### config.mk
export PLATFORM = sky130hd
export DESIGN_NAME = vga_timing_ctrl_flat
export DESIGN_NICKNAME = d
export VERILOG_FILES = /design/src/rtl/vga_timing_ctrl_if.sv /design/src/rtl/vga_timing_ctrl.sv /design/src/flat_wrapper.sv
export SDC_FILE = /design/constraint.sdc
export NUM_CORES = 1
export LEC_CHECK = 0
export CAP_MARGIN = 15
export CORE_MARGIN = 2
export CORE_UTILIZATION = 57
export CTS_CLUSTER_SIZE = 30
export DETAILED_ROUTE_END_ITERATION = 8
export PLACE_DENSITY = 0.85
export SLEW_MARGIN = 20
export SYNTH_ARGS = -nofsm -noshare
export SYNTH_HDL_FRONTEND = slang
export SYNTH_SLANG_ARGS = --single-unit
### constraint.sdc
create_clock -name clk -period 6.85 [get_ports clk]
set_input_delay 0.685 -clock clk [delete_from_list [all_inputs] [get_ports clk]]
set_output_delay 0.685 -clock clk [all_outputs]
set_load 0.005 [all_outputs]
### src/rtl/vga_timing_ctrl_if.sv
// Raster timing bundle between the VGA timing controller and the pixel path.
interface vga_timing_ctrl_if;
    logic       en;
    logic [9:0] hcount;
    logic [9:0] vcount;
    logic       hblank;
    logic       vblank;
    logic       hsync;
    logic       vsync;
    logic       pix_en;
    logic       line_start;
    logic       frame_start;
    logic       busy;

    modport master (
        input  en,
        output hcount, vcount, hblank, vblank, hsync, vsync,
        output pix_en, line_start, frame_start, busy
    );

    modport slave (
        output en,
        input  hcount, vcount, hblank, vblank, hsync, vsync,
        input  pix_en, line_start, frame_start, busy
    );
endinterface

### src/rtl/vga_timing_ctrl.sv
// VGA raster scheduler: pixel-clock enable, h/v counters, registered blank/sync
// decodes and a start/stop FSM that only idles on a whole-frame boundary.
module vga_timing_ctrl #(
    parameter int H_ACTIVE        = 640,
    parameter int H_FP            = 16,
    parameter int H_SYNC          = 96,
    parameter int H_BP            = 48,
    parameter int V_ACTIVE        = 480,
    parameter int V_FP            = 10,
    parameter int V_SYNC          = 2,
    parameter int V_BP            = 33,
    parameter int CLK_DIV         = 4,
    parameter bit SYNC_ACTIVE_LOW = 1'b1
) (
    input  logic              clk,
    input  logic              rst,
    vga_timing_ctrl_if.master vga
);
    localparam int H_TOTAL = H_ACTIVE + H_FP + H_SYNC + H_BP;
    localparam int V_TOTAL = V_ACTIVE + V_FP + V_SYNC + V_BP;

    if (H_TOTAL > 1024) begin : g_bad_h_total
        $error("vga_timing_ctrl: H_TOTAL %0d exceeds 1024", H_TOTAL);
    end
    if (V_TOTAL > 1024) begin : g_bad_v_total
        $error("vga_timing_ctrl: V_TOTAL %0d exceeds 1024", V_TOTAL);
    end
    if (CLK_DIV < 1 || CLK_DIV > 16) begin : g_bad_clk_div
        $error("vga_timing_ctrl: CLK_DIV %0d outside 1..16", CLK_DIV);
    end

    localparam logic [3:0]  DIV_LAST = 4'(CLK_DIV - 1);
    localparam logic [9:0]  H_LAST   = 10'(H_TOTAL - 1);
    localparam logic [9:0]  V_LAST   = 10'(V_TOTAL - 1);
    // 11-bit thresholds so an active width of exactly 1024 still compares correctly
    localparam logic [10:0] H_VIS    = 11'(H_ACTIVE);
    localparam logic [10:0] HS_BEG   = 11'(H_ACTIVE + H_FP);
    localparam logic [10:0] HS_END   = 11'(H_ACTIVE + H_FP + H_SYNC);
    localparam logic [10:0] V_VIS    = 11'(V_ACTIVE);
    localparam logic [10:0] VS_BEG   = 11'(V_ACTIVE + V_FP);
    localparam logic [10:0] VS_END   = 11'(V_ACTIVE + V_FP + V_SYNC);
    localparam logic        SYNC_ON  = SYNC_ACTIVE_LOW ? 1'b0 : 1'b1;

    typedef enum logic [1:0] {
        IDLE,
        RUN,
        STOPPING
    } state_e;

    state_e     state_q, state_d;
    logic [3:0] div_q, div_d;
    logic [9:0] hcnt_q, hcnt_d;
    logic [9:0] vcnt_q, vcnt_d;
    logic       hblank_q, hblank_d;
    logic       vblank_q, vblank_d;
    logic       hsync_q, hsync_d;
    logic       vsync_q, vsync_d;

    logic       pix_en;
    logic       h_last;
    logic       v_last;
    logic       hs_window;
    logic       vs_window;

    assign pix_en = (state_q != IDLE) && (div_q == DIV_LAST);
    assign h_last = (hcnt_q == H_LAST);
    assign v_last = (vcnt_q == V_LAST);

    always_comb begin
        state_d = state_q;
        div_d   = div_q;
        hcnt_d  = hcnt_q;
        vcnt_d  = vcnt_q;

        unique case (state_q)
            IDLE:     if (vga.en) state_d = RUN;
            RUN:      if (!vga.en) state_d = STOPPING;
            STOPPING: begin
                if (vga.en) begin
                    state_d = RUN;
                end else if (pix_en && h_last && v_last) begin
                    state_d = IDLE;
                end
            end
            default:  state_d = IDLE;
        endcase

        if (state_q != IDLE) begin
            div_d = (div_q == DIV_LAST) ? '0 : div_q + 4'd1;
            if (pix_en) begin
                if (h_last) begin
                    hcnt_d = '0;
                    vcnt_d = v_last ? '0 : vcnt_q + 10'd1;
                end else begin
                    hcnt_d = hcnt_q + 10'd1;
                end
            end
        end

        if (state_d == IDLE) begin
            div_d  = '0;
            hcnt_d = '0;
            vcnt_d = '0;
        end
    end

    // Decodes are taken from the next-state counters so the registered
    // blank/sync outputs line up with the counter values they describe.
    always_comb begin
        hs_window = ({1'b0, hcnt_d} >= HS_BEG) && ({1'b0, hcnt_d} < HS_END);
        vs_window = ({1'b0, vcnt_d} >= VS_BEG) && ({1'b0, vcnt_d} < VS_END);
        hblank_d  = (state_d == IDLE) || ({1'b0, hcnt_d} >= H_VIS);
        vblank_d  = (state_d == IDLE) || ({1'b0, vcnt_d} >= V_VIS);
        hsync_d   = ((state_d != IDLE) && hs_window) ? SYNC_ON : ~SYNC_ON;
        vsync_d   = ((state_d != IDLE) && vs_window) ? SYNC_ON : ~SYNC_ON;
    end

    always_ff @(posedge clk or negedge rst) begin
        if (!rst) begin
            state_q  <= IDLE;
            div_q    <= '0;
            hcnt_q   <= '0;
            vcnt_q   <= '0;
            hblank_q <= 1'b1;
            vblank_q <= 1'b1;
            hsync_q  <= ~SYNC_ON;
            vsync_q  <= ~SYNC_ON;
        end else begin
            state_q  <= state_d;
            div_q    <= div_d;
            hcnt_q   <= hcnt_d;
            vcnt_q   <= vcnt_d;
            hblank_q <= hblank_d;
            vblank_q <= vblank_d;
            hsync_q  <= hsync_d;
            vsync_q  <= vsync_d;
        end
    end

    assign vga.hcount      = hcnt_q;
    assign vga.vcount      = vcnt_q;
    assign vga.hblank      = hblank_q;
    assign vga.vblank      = vblank_q;
    assign vga.hsync       = hsync_q;
    assign vga.vsync       = vsync_q;
    assign vga.pix_en      = pix_en;
    assign vga.line_start  = pix_en && (hcnt_q == '0);
    assign vga.frame_start = pix_en && (hcnt_q == '0) && (vcnt_q == '0);
    assign vga.busy        = (state_q != IDLE);
endmodule

### src/flat_wrapper.sv
// flat-port wrapper written by rule: the top's interface ports become plain ports
module vga_timing_ctrl_flat 
#(
    parameter int H_ACTIVE        = 640,
    parameter int H_FP            = 16,
    parameter int H_SYNC          = 96,
    parameter int H_BP            = 48,
    parameter int V_ACTIVE        = 480,
    parameter int V_FP            = 10,
    parameter int V_SYNC          = 2,
    parameter int V_BP            = 33,
    parameter int CLK_DIV         = 4,
    parameter bit SYNC_ACTIVE_LOW = 1'b1
)
  (clk, rst, vga_en, vga_hcount, vga_vcount, vga_hblank, vga_vblank, vga_hsync, vga_vsync, vga_pix_en, vga_line_start, vga_frame_start, vga_busy);
  vga_timing_ctrl_if vga_i ();
  input  logic clk;
  input  logic rst;
  input wire logic [$bits(vga_i.en)-1:0] vga_en;
  output wire logic [$bits(vga_i.hcount)-1:0] vga_hcount;
  output wire logic [$bits(vga_i.vcount)-1:0] vga_vcount;
  output wire logic [$bits(vga_i.hblank)-1:0] vga_hblank;
  output wire logic [$bits(vga_i.vblank)-1:0] vga_vblank;
  output wire logic [$bits(vga_i.hsync)-1:0] vga_hsync;
  output wire logic [$bits(vga_i.vsync)-1:0] vga_vsync;
  output wire logic [$bits(vga_i.pix_en)-1:0] vga_pix_en;
  output wire logic [$bits(vga_i.line_start)-1:0] vga_line_start;
  output wire logic [$bits(vga_i.frame_start)-1:0] vga_frame_start;
  output wire logic [$bits(vga_i.busy)-1:0] vga_busy;
  assign vga_i.en = vga_en;
  assign vga_hcount = vga_i.hcount;
  assign vga_vcount = vga_i.vcount;
  assign vga_hblank = vga_i.hblank;
  assign vga_vblank = vga_i.vblank;
  assign vga_hsync = vga_i.hsync;
  assign vga_vsync = vga_i.vsync;
  assign vga_pix_en = vga_i.pix_en;
  assign vga_line_start = vga_i.line_start;
  assign vga_frame_start = vga_i.frame_start;
  assign vga_busy = vga_i.busy;
  vga_timing_ctrl #(.H_ACTIVE(H_ACTIVE), .H_FP(H_FP), .H_SYNC(H_SYNC), .H_BP(H_BP), .V_ACTIVE(V_ACTIVE), .V_FP(V_FP), .V_SYNC(V_SYNC), .V_BP(V_BP), .CLK_DIV(CLK_DIV), .SYNC_ACTIVE_LOW(SYNC_ACTIVE_LOW)) u_core (.clk(clk), .rst(rst), .vga(vga_i));
endmodule
==> out/metrics.cfg, run 1 <==
[run_status]
outcome=finished clean

[grt]
antenna_found_initial=0
grt_max_degree=31
grt-ovfl-total=0
first_global_vias=1504
grt_usage=0.258
grt_pass1_wl_um=7040

[clock_tree]
clockBufferDepth=2
cts_buffers=5
post_cts_resized=0
cts_setup_buffers=0
holdBufCountCts=0
root_buffer=clkbuf_4
cts.sinks=30
htreeDepth=2
path_clk_slew_ps=90
cts_tree=built
clk_latency_ps=320

[power]
p_seq_frac=0.507
leakage_nw=0.926
peakVddDrop_mv=0.0912
p_comb_frac=0.162
p_sw_mw=0.102
intPower_mw=0.286
p_per_area_nw_per_um2=176
p_clk_frac=0.331
netSwitchingFraction=0.262

[route]
routedWlPerCell_um=14.9
dr.first_iter.drc_count=78
first_pass_iters=7
vias_per_cell=5.88
drtAntennaViolNets=0
vias=1647
wl_um=4180
drc=0

[placement]
dp_hpwl_um=3030
gp_congestion=0.926
io_buffers=30
dp_slack_ps=3570

[synthesis]
syn_area_per_cell_um2=8.75
synth_common_cells=26 x dfrtp_1, 24 x nor2_1, 22 x nand2_1, 12 x nand3_1, 10 x inv_1
synthesis.nets=215
synth.most_common_cell=dfrtp_1
async_reset_ff_frac=1.00
synth_edf_count=0
ys_types=46
yosys_most_used_dff=dfrtp_1
ys_ff_latch=30
yosys.area.top_type=dfrtp_1
yosys_warnings=0
synth_area_leaders=dfrtp_1 36%, dfstp_2 5.8%, nor2_1 5.0%, nand2_1 4.6%, xnor2_1 3.9%
syn_area_um2=1810
synth_top_area_frac=0.359
syn_inst=207
ys_seq_area_frac=0.417

[worst_setup_path]
critical_path.max_stage_delay_ps=490
path_buf_inv=2
crit_family=simple AND/OR/NAND/NOR gates
endpoint_kind=output pin
crit_required_ps=6160
crit_arrival_ps=2970
crit_chain=ha_1 > nor3b_1 > nand2_1 > inv_1 > nand4_1 > nor4_1 > and4b_1 > clkdlybuf4s50_1
crit_fanout=6
cpMaxStageDelayCell=clkdlybuf4s50_1
path_class=reg -> out
crit_path_start_kind=flop

[final_layout]
num_antenna_cells=0
final_util=0.729
layout.nets=243
area_delta_synth_final_pct=21.8
drive_gt1_frac=0.0805

[floorplan]
fp.coreArea_um2=3030
num_rows=20
io_pins=31
die_area_um2=3640
die_y_um=60.4
initial_utilization=0.598
die_w_um=60.4

[timing]
final-setup-viol-count=0
finClkSkew_ps=3.79
fin_crit_ps=3650
maxSlewViolCount=0
rsz0062_at_grt=false
worst_slack_ps=3200
hold_violations=0
setup_tns_ps=0
fmax_ghz=0.274
fin_crit_sh=0.533
tightest_slew_ps=830
relSlewSlack=0.442

[worst_hold_path]
hold_class=reg -> reg

[flow_run]
max-cap-violations=0

[flip-flops by register name (all words and copies together) (netlist names)]
name,flops
u_core.vga.vblank,1
u_core.vga.vcount,10
u_core.vga.hblank,1
u_core.div_q,4
u_core.state_q,2
u_core.vga.hsync,1
u_core.vga.hcount,10
u_core.vga.vsync,1
[placed cells by master, fill, tap and decap left out, drive strengths merged, types with 5 or more instances in the layout]
master,instances
clkdlybuf4s50,30
dfrtp,26
nor2,24
nand2,22
nand3,12
inv,10
o21ai,10
nand4,8
xnor2,8
a21oi,8
clkbuf,8
xor2,7
nor4,6
ha,5
[logic make-up after synthesis]
group / share of synthesized area
AND/OR/NAND/NOR: 0.314
AO/OA/AOI/OAI: 0.115
flip-flops: 0.417
buffers and inverters: 0.0463
XOR/XNOR: 0.0726
adder cells (fa/ha/maj): 0.0346
[cell type report]
class | count | area [µm²]
multi-input combinational | 157 | 971
fill | 225 | 822
sequential | 30 | 756
timing repair buffer | 31 | 308
clock buffer | 8 | 78.8
tap | 44 | 55.1
inverter | 10 | 37.5
[per-stage QoR]
stage	cell area [µm²]	hold WS, ps	total power, mW	cells
4_1_cts	2210	547	0.388	280
5_1_grt	2210	603	0.406	280
2_1_floorplan	1810	389	0.234	207
3_3_place_gp	2130	497	0.258	272
6_report	2210	562	0.387	280
3_5_place_dp	2130	527	0.261	272
[worst reg2reg max path, cell delays in order (launching register included)]
cell and delay, ps:
dfrtp_1 410, ha_1 210, or3b_4 420, or4_1 750, o211ai_1 310, and3_1 410
nor2_1 140, a32o_1 270
[power groups by stage]
stage          clock network [mW]  logic (mW)  registers, mW
6_report                    0.128      0.0628          0.196
5_1_grt                     0.138      0.0709          0.198
4_1_cts                     0.129      0.0628          0.196
3_5_place_dp                    0      0.0624          0.199
3_3_place_gp                    0      0.0596          0.198
2_1_floorplan                   0      0.0380          0.196
[final timing paths]
| kind | slack (ps) | depth (start not counted) | to | startpoint |
|---|---|---|---|---|
| worst max-delay path | 3200 | 8 | vga_frame_start | u_core.div_q[0] |
| worst min-delay path | 560 | 2 | u_core.div_q[1] | u_core.div_q[1] |
| worst max register to register | 3840 | 7 | u_core.div_q[2] | u_core.div_q[0] |
| worst min register to register | 560 | 2 | u_core.div_q[1] | u_core.div_q[1] |
| max in group asynchronous | 5800 | 2 | u_core.vga.hsync | rst |
| min in group asynchronous | 730 | 2 | u_core.vga.vcount[0] | rst |
[metal layers]
| metal | track usage | up-vias | wire length, µm | part of all wire |
|---|---|---|---|---|
| met5 | 0 | - | 0 | 0 |
| met4 | 0.0952 | 0 | 84 | 0.020 |
| met3 | 0.0426 | 12 | 216 | 0.052 |
| met2 | 0.407 | 59 | 1980 | 0.47 |
| li1 | - | 784 | - | - |
| met1 | 0.361 | 792 | 1900 | 0.46 |
Power figures use the tool's default switching activity.
==> run 2, diff against run 1 <==
- CORE_UTILIZATION: 57 -> 53
- PLACE_DENSITY: 0.85 -> 0.8
- clock period: 6.85 -> 3.71 ns (I/O delays scaled with it)
==> out/metrics.cfg, run 2 (synthesized netlist as in run 1, its figures left out) <==
[run_status]
outcome=finished clean

[worst_setup_path]
path_buf_inv=2
crit_fanout=6
critical_path.max_stage_delay_ps=510
crit_family=simple AND/OR/NAND/NOR gates
worst-r2r-cell-count=7
crit_path_start_kind=flop
crit_required_ps=3340
crit_arrival_ps=2880
path_class=reg -> out
crit_chain=ha_1 > nor3b_1 > nand2_1 > inv_1 > nand4_1 > nor4_1 > and4b_1 > clkdlybuf4s50_1
endpoint_kind=output pin
crit_cells=8
cpMaxStageDelayCell=clkdlybuf4s50_1

[final_layout]
area_delta_synth_final_pct=20.3
final_area_um2=2180
final_util=0.658
stdcell_count=282
num_antenna_cells=0
final_cell_mix=30 x clkdlybuf4s50_1, 26 x dfrtp_1, 24 x nor2_1
final_common_cell=clkdlybuf4s50_1
drive_gt1_frac=0.0678
nFillCells=293
layout.nets=243

[timing]
relSlewSlack=0.452
fin_crit_sh=0.877
fin_crit_ps=3260
maxSlewViolCount=0
worst_slack_ps=455
setup_tns_ps=0
tightest_slew_ps=816
fmax_ghz=0.307
final-setup-viol-count=0
rsz0062_at_grt=false
hold_violations=0
finClkSkew_ps=7.90
fin_hold_ws_ps=432

[floorplan]
die_area_um2=3900
num_rows=21
die_y_um=62.4
io_pins=31
initial_utilization=0.547
fp.coreArea_um2=3310
die_w_um=62.4

[placement]
io_buffers=30
dp_slack_ps=782
gp_congestion=0.911
dp_hpwl_um=2950
dpl_cell_area_um2=2130
dp.cells=274

[grt]
use_met1=0.327
grt-ovfl-total=0
grt_pass1_wl_um=7090
grt_max_degree=31
met2_usage=0.353
grt.busiest_layer=met2
antenna_found_initial=0
grt_usage=0.225
first_global_vias=1524
met3_usage=0.0324

[worst_hold_path]
hold_class=in -> async

[power]
p_per_area_nw_per_um2=297
peakVddDrop_mv=0.167
leakage_nw=0.908
power_mw=0.647

[route]
wl_um=4040
drc=0
vias=1581
drtAntennaViolNets=0
vias_per_cell=5.61
routedWlPerCell_um=14.3
dr.first_iter.drc_count=81
first_pass_iters=4

[clock_tree]
htreeDepth=2
path_clk_slew_ps=90
cts_tree=built
clk_latency_ps=320
holdBufCountCts=0
cts.sinks=30
root_buffer=clkbuf_4
cts_buffers=5
cts_setup_buffers=0
clockBufferDepth=2
post_cts_resized=0

[flow_run]
max-cap-violations=0

## run 2: cell types whose count changed in the layout (fill, tap and decap cells not counted)
cell      before  now
clkbuf_8       3    0
clkbuf_1       0    3
## run 2: final cells by class
| type | instances | area, µm² | area share |
|---|---|---|---|
| inverter | 10 | 37.5 | 0.0172 |
| clock buffer | 8 | 48.8 | 0.0224 |
| tap | 46 | 57.6 | 0.0264 |
| multi-input combinational | 157 | 971 | 0.446 |
| sequential | 30 | 756 | 0.347 |
| timing repair buffer | 31 | 308 | 0.141 |
## run 2: path summary, 6_finish.rpt
path | slack [ps] | endpoint | start
min in group clk | 540 | u_core.div_q[1] | u_core.div_q[1]
max in group asynchronous | 2960 | u_core.vga.vsync | rst
setup / recovery | 450 | vga_frame_start | u_core.div_q[0]
setup reg to reg | 710 | u_core.div_q[2] | u_core.div_q[0]
hold / removal | 430 | u_core.vga.hcount[7] | rst
hold reg to reg | 540 | u_core.div_q[1] | u_core.div_q[1]
## run 2: routing by layer
layer / up-vias / share of wire
li1: 791 / -
met1: 732 / 0.48
met2: 53 / 0.46
met3: 5 / 0.051
met4: 0 / 0.0096
met5: - / 0
## run 2: power breakdown
part / internal (mW) / total [mW] / switching [mW]
clock network: 0.0754 / 0.172 / 0.0967
logic: 0.0529 / 0.114 / 0.0610
registers: 0.345 / 0.361 / 0.0165
total: 0.473 / 0.647 / 0.174
